===== config.mk =====
export PLATFORM = sky130hd
export DESIGN_NAME = param_register_file
export DESIGN_NICKNAME = d
export VERILOG_FILES = /design/src/rtl/param_register_file.sv
export SDC_FILE = /design/constraint.sdc
export NUM_CORES = 1
export LEC_CHECK = 0
export CAP_MARGIN = 40
export CORE_UTILIZATION = 35
export CTS_CLUSTER_DIAMETER = 50
export DETAILED_ROUTE_END_ITERATION = 12
export GPL_TIMING_DRIVEN = 1
export PLACE_DENSITY = 0.5
export SLEW_MARGIN = 15
export SYNTH_ARGS = -nofsm -noshare
export SYNTH_HDL_FRONTEND = slang
export SYNTH_SLANG_ARGS = --single-unit

===== constraint.sdc =====
create_clock -name clk -period 3.85 [get_ports clk]
set_input_delay 0.385 -clock clk [delete_from_list [all_inputs] [get_ports clk]]
set_output_delay 0.385 -clock clk [all_outputs]
set_load 0.005 [all_outputs]

===== src/rtl/param_register_file.sv =====
// Multi-read, single-write register file with optional zero register and a one-entry-per-cycle clear engine.
// Build option: define REGFILE_BYPASS_EN for same-cycle write-through forwarding to the read ports.
module param_register_file #(
  parameter int DATA_W   = 32,
  parameter int ADDR_W   = 5,
  parameter int NUM_RD   = 2,
  parameter int ZERO_REG = 1
) (
  input  logic                     clk,
  input  logic                     rst,
  input  logic [NUM_RD*ADDR_W-1:0] rd_addr,
  output logic [NUM_RD*DATA_W-1:0] rd_data,
  input  logic                     we,
  input  logic [ADDR_W-1:0]        wr_addr,
  input  logic [DATA_W-1:0]        wr_data,
  input  logic                     clr_req,
  output logic                     ready,
  output logic                     wr_drop
);

  localparam int DEPTH   = 2**ADDR_W;
  localparam bit ZERO_EN = (ZERO_REG != 0);

  typedef enum logic {CLEAR, READY} state_t;

  state_t              state_q, state_d;
  logic [ADDR_W-1:0]   clr_idx_q, clr_idx_d;
  logic                ready_q, ready_d;
  logic                wr_drop_q, wr_drop_d;

  logic [DATA_W-1:0]   mem_q [DEPTH];
  logic                mem_we_d;
  logic [ADDR_W-1:0]   mem_waddr_d;
  logic [DATA_W-1:0]   mem_wdata_d;

  // Writes aimed at the hardwired zero entry are dropped silently.
  logic wr_to_zero;
  assign wr_to_zero = ZERO_EN && (wr_addr == '0);

  always_comb begin
    state_d     = state_q;
    clr_idx_d   = clr_idx_q;
    ready_d     = ready_q;
    wr_drop_d   = 1'b0;
    mem_we_d    = 1'b0;
    mem_waddr_d = wr_addr;
    mem_wdata_d = wr_data;
    if (rst) begin
      state_d   = CLEAR;
      clr_idx_d = '0;
      ready_d   = 1'b0;
    end else begin
      case (state_q)
        CLEAR: begin
          mem_we_d    = 1'b1;
          mem_waddr_d = clr_idx_q;
          mem_wdata_d = '0;
          clr_idx_d   = clr_idx_q + 1'b1;
          wr_drop_d   = we;
          if (clr_idx_q == ADDR_W'(DEPTH - 1)) begin
            state_d = READY;
            ready_d = 1'b1;
          end
        end
        READY: begin
          // A write on the clr_req edge still lands; the clear then wipes it.
          mem_we_d = we && !wr_to_zero;
          if (clr_req) begin
            state_d   = CLEAR;
            clr_idx_d = '0;
            ready_d   = 1'b0;
          end
        end
        default: begin
          state_d   = CLEAR;
          clr_idx_d = '0;
          ready_d   = 1'b0;
        end
      endcase
    end
  end

  always_ff @(posedge clk) begin
    state_q   <= state_d;
    clr_idx_q <= clr_idx_d;
    ready_q   <= ready_d;
    wr_drop_q <= wr_drop_d;
  end

  always_ff @(posedge clk) begin
    if (mem_we_d) mem_q[mem_waddr_d] <= mem_wdata_d;
  end

`ifdef REGFILE_BYPASS_EN
  logic fwd_en;
  assign fwd_en = (state_q == READY) && we && !wr_to_zero;
`endif

  genvar gi;
  generate
    for (gi = 0; gi < NUM_RD; gi++) begin : g_rd
      logic [ADDR_W-1:0] ra;
      logic [DATA_W-1:0] rv;
      assign ra = rd_addr[gi*ADDR_W +: ADDR_W];
      always_comb begin
        rv = mem_q[ra];
`ifdef REGFILE_BYPASS_EN
        if (fwd_en && (ra == wr_addr)) rv = wr_data;
`endif
        if (!ready_q || (ZERO_EN && (ra == '0))) rv = '0;
      end
      assign rd_data[gi*DATA_W +: DATA_W] = rv;
    end
  endgenerate

  assign ready   = ready_q;
  assign wr_drop = wr_drop_q;

endmodule


After elaboration in Yosys (flattened, before gate mapping)
Memory sizes are Yosys's and may differ from the RTL's. Index checks and enable logic that the tools add are counted.

Add/subtract/negate cells: 1. Equal/unequal tests: 3. Muxes and demuxes: 18. Bitwise gates (word level): 1. Reductions and logical operators: 10.

Operators with widths (count): $mux 32 (4); $logic_not 5->1 (3); $mux 5 (3); $pmux 5 s2 (1); $mux 1 (7); $pmux 1 s2 (3); $add 5x1->5 const B (1); $eq 5x5->1 const B (1); $ne 2x2->1 const B (2); $logic_not 1->1 (2); $logic_or 1x1->1 (2); $reduce_and 2->1 (1); $reduce_or 2->1 (1); $logic_and 1x1->1 (1); $not 1->1 (1).

Bits in registers: 8. Bits in writable memories: 1024. Word-level logic and storage cells: 38. Memories: 1.

Memories: mem_q (words 32, width 32, read ports 2, clocked after memory_dff 0, wr ports 1, RTL line 31) `logic [DATA_W-1:0] mem_q [DEPTH];`.

Depth between registers and ports, before layout
Depth in word-level cells: 7. Mapped depth: 8. Mapped depth without buffers: 5.

Worst setup path before layout
No wires, ideal clock.

Path type: register to register. From: register clr_idx_q[2]. To: memory mem_q[24][0] (enable). Library setup time: 0.421 ns. Arrival: 2.704 ns. Data required time: 3.429 ns. Setup slack: 0.725 ns. Cell stages (with the launch flop): 6. Buffers on the path: 1. Period minus slack after synthesis: 3.125 ns. Path through: dfxtp_1 clkbuf_1 or4b_2 o21ai_0 nand2_1 nor2_1.

Cells in the longest elaborated chain, start to end: 2.

RTL lines: from (decl) (RTL line 27) `logic [ADDR_W-1:0] clr_idx_q, clr_idx_d;`; from (signal assigned) (RTL line 85) `clr_idx_q <= clr_idx_d;`; $mux 5 (RTL line 53) `case (state_q)`; $mux 5 (RTL line 48) `if (rst) begin`; to (decl) (RTL line 31).

No other way between the ends.

Final worst setup path
From: register ready_q (netlist: ready). To: output rd_data[4].

Cells in the longest elaborated chain, start to end: 3.

RTL lines: from (decl) (RTL line 28) `logic ready_q, ready_d;`; from (signal assigned) (RTL line 86) `ready_q <= ready_d;`; $logic_not 1->1 (RTL line 110) `if (!ready_q || (ZERO_EN && (ra == '0))) rv = '0;`; $logic_or 1x1->1 (RTL line 110); $mux 32 (RTL line 110); to (decl) (RTL line 12) `output logic [NUM_RD*DATA_W-1:0] rd_data,`.

No other way between the ends.

==> impl_metrics.toml <==
[status]
status = "complete, no violations"

[synthesis]
synthCells = 2906
synth_nets = 2959
ys_ff_latch = 1032
avgSynthCellArea_um2 = 16.64
async_reset_ff_share_pct = 0
seq_area_frac_synth_pct = 63.91
ys_types = 46
synth_area_mm2 = 0.04837
synth-edff-count = 1024
ys.flop_type = "edfxtp_1"
yosys_warnings = 0

[worst_setup_path]
worstSetupStartpointType = "flip-flop"
reg2reg_depth = 6
r2r_start = "state_q"
slowest_delay_ns = 0.57
crit_type = "reg2out"
crit_buf_inv = 3
endpoint_kind = "output port"
critPathRequiredTime_ns = 3.46
cp_cell_sequence = "buf_6 > and4b_2 > buf_4 > a22o_1 > a31oi_1 > nand4_1 > clkdlybuf4s50_1"
arrival_ns = 3.27
crit_family = "buffers and inverters"
r2r-end = "mem_q[16][25]"
r2r_slack_ns = 1.13
crit_fanout = 16
crit_slowest_cell = "clkdlybuf4s50_1"

[global_routing]
grt_pass1_vias = 31230
gr-total-overflow = 0
grt.total_usage_pct = 24.38
busiest_layer = "met2"
antenna_found_initial = 6
grt_max_degree = 71
grt_pass1_wl_um = 239800
met3_usage_pct = 4.060
use_met2_pct = 40.03
use_met1_pct = 32.81

[die]
die_y_um = 373.7
num_rows = 136
core_mm2 = 0.1373
die-area_mm2 = 0.1397
io_pins = 117
die_w_um = 373.7
start_util_pct = 35.22

[final_layout]
diodes = 0
area_delta_synth_final_pct = 19.30
mostFrequentLayoutCells = "edfxtp_1, mux2i_1, mux4_2, a22oi_1, nand3_1"
mostFrequentLayoutCell = "edfxtp_1"
nets = 3173
drive_gt1_share_pct = 22.54

[route]
postRouteWirelength_um = 172100
firstDrtPassIters = 5
ant_nets = 0
drcViolationCount = 0
post_drt_wl_per_cell_um = 34.31
drt_iter0_markers = 3242
vias = 30520
vias_per_cell = 6.086

[timing]
finalSetupTns_ns = 0
hold_violations = 0
setup_viol = 0
min_period_over_period_pct = 95.02
period_needed_ns = 3.658
rsz0062_at_grt = "false"
slew_headroom_pct = 41.99
slew_viol_final = 0
max_freq_mhz = 273.4
skew_ns = 0.02410
worst_pin_slew_ns = 0.8681

[placed_design]
gp_congestion = 0.8277
io_buffers = 116
dp_hpwl_um = 106100

[power_and_ir_drop]
power.leakage_nw = 19.59
power_density_mw_per_mm2 = 463.2
p_total_mw = 26.73
ir_worst_vdd_mv = 0.3600

[hold_path]
hold_depth = 2
hold-path-endpoint = "wr_drop"
min_from = "we"
min-delay-path-class = "in2reg"

[cts]
cts_buffer_depth = 3
insertion_delay_ns = 0.77
cts-htree-levels = 4
cts_buffers = 132
cts_tree = "built"
clkTransAtPathRegs_ns = 0.05
cts.hold.buffers_added = 0
clockRootBuffer = "clkbuf_16"
clock-sinks = 1032

[run]
cap_violations = 0
-- worst max path at each step --
stage / from / end / slack (ns) / cells past startpoint
floorplan: clr_idx_q[2] / mem_q[24][0] / 0.72 / 5
global placement: rd_addr[0] / rd_data[8] / 0.29 / 8
detailed placement: rd_addr[0] / rd_data[22] / 0.23 / 7
CTS: ready / rd_data[53] / 0.0001 / 7
global route: ready / rd_data[63] / 0.05 / 7
finish: ready / rd_data[4] / 0.19 / 7
-- layout make-up --
cell class,instances,area (um^2)
well taps,1794,2245
clock inverters,74,833.3
flip-flops and latches,1032,30910
clock buffers,161,3538
multi-input cells,1638,16580
repair buffers,316,3597
fillers,12090,79620
-- synthesized netlist by cell type, types with 22 or more instances --
| library cell | number | area, um^2 |
|---|---|---|
| mux4_2 | 252 | 5675 |
| edfxtp_1 | 1024 | 30750 |
| a31oi_1 | 63 | 394.1 |
| buf_4 | 40 | 300.3 |
| and2_1 | 38 | 237.7 |
| mux2i_1 | 522 | 5225 |
| nand3_1 | 156 | 780.8 |
| nand2_1 | 112 | 420.4 |
| clkbuf_1 | 95 | 356.6 |
| buf_2 | 71 | 355.3 |
| nand4_1 | 57 | 356.6 |
| a22o_1 | 54 | 473.0 |
| a21oi_1 | 70 | 350.3 |
| buf_6 | 22 | 247.7 |
| nor2_1 | 43 | 161.4 |
| a22oi_1 | 205 | 1539 |
-- power breakdown --
part / total (mW) / switching [mW] / internal [mW] / leakage [nW]
Sequential: 12.5 / 0.0434 / 12.5 / 9.43
Clock: 12.4 / 4.90 / 7.47 / 2.10
Combinational: 1.85 / 1.13 / 0.717 / 8.05
Total: 26.7 / 6.08 / 20.6 / 19.6
-- routing by layer --
metal | share of wire [%] | wire length [um]
met1 | 42 | 71850
met2 | 48 | 83030
met3 | 6.9 | 11940
met4 | 3.0 | 5209
met5 | 0.016 | 27
-- stage by stage --
| stage | util (%) | cells | area (um^2) | worst slack, ns | hold slack (ns) |
|---|---|---|---|---|---|
| 2_1_floorplan | - | 2906 | 48370 | 0.7249 | 0.4902 |
| 3_3_place_gp | 38.63 | 4765 | 53040 | 0.2907 | 0.5187 |
| 3_5_place_dp | 38.79 | 4777 | 53260 | 0.2314 | 0.5326 |
| 4_1_cts | 42.01 | 5014 | 57680 | 0.0001430 | 0.2087 |
| 5_1_grt | 42.02 | 5015 | 57700 | 0.04738 | 0.2413 |
| 6_report | 42.02 | 5015 | 57700 | 0.1918 | 0.2589 |
-- cell families after synthesis --
family / after synthesis / share of synthesized area [%]
flip-flops: 1032 / 63.91
buffers and inverters: 236 / 2.693
AND/OR/NAND/NOR: 446 / 4.687
AO/OA/AOI/OAI: 414 / 6.079
multiplexers: 776 / 22.58
adder cells (fa/ha/maj): 2 / 0.05173
-- registers in the layout, summed over array words and instances (netlist names) --
register / cells
state_q: 1
mem_q: 1024
ready: 1
wr_drop: 1
clr_idx_q: 5
-- repair_timing --
item | in CTS | in global routing
pin swaps | 0 | 1
setup buffers | 1 | 0
gates resized for setup | 3 | 1
endpoints found under the setup margin | 37 | 1
cloned | 1 | 0
Note: power is estimated with default switching activity, not from simulation.
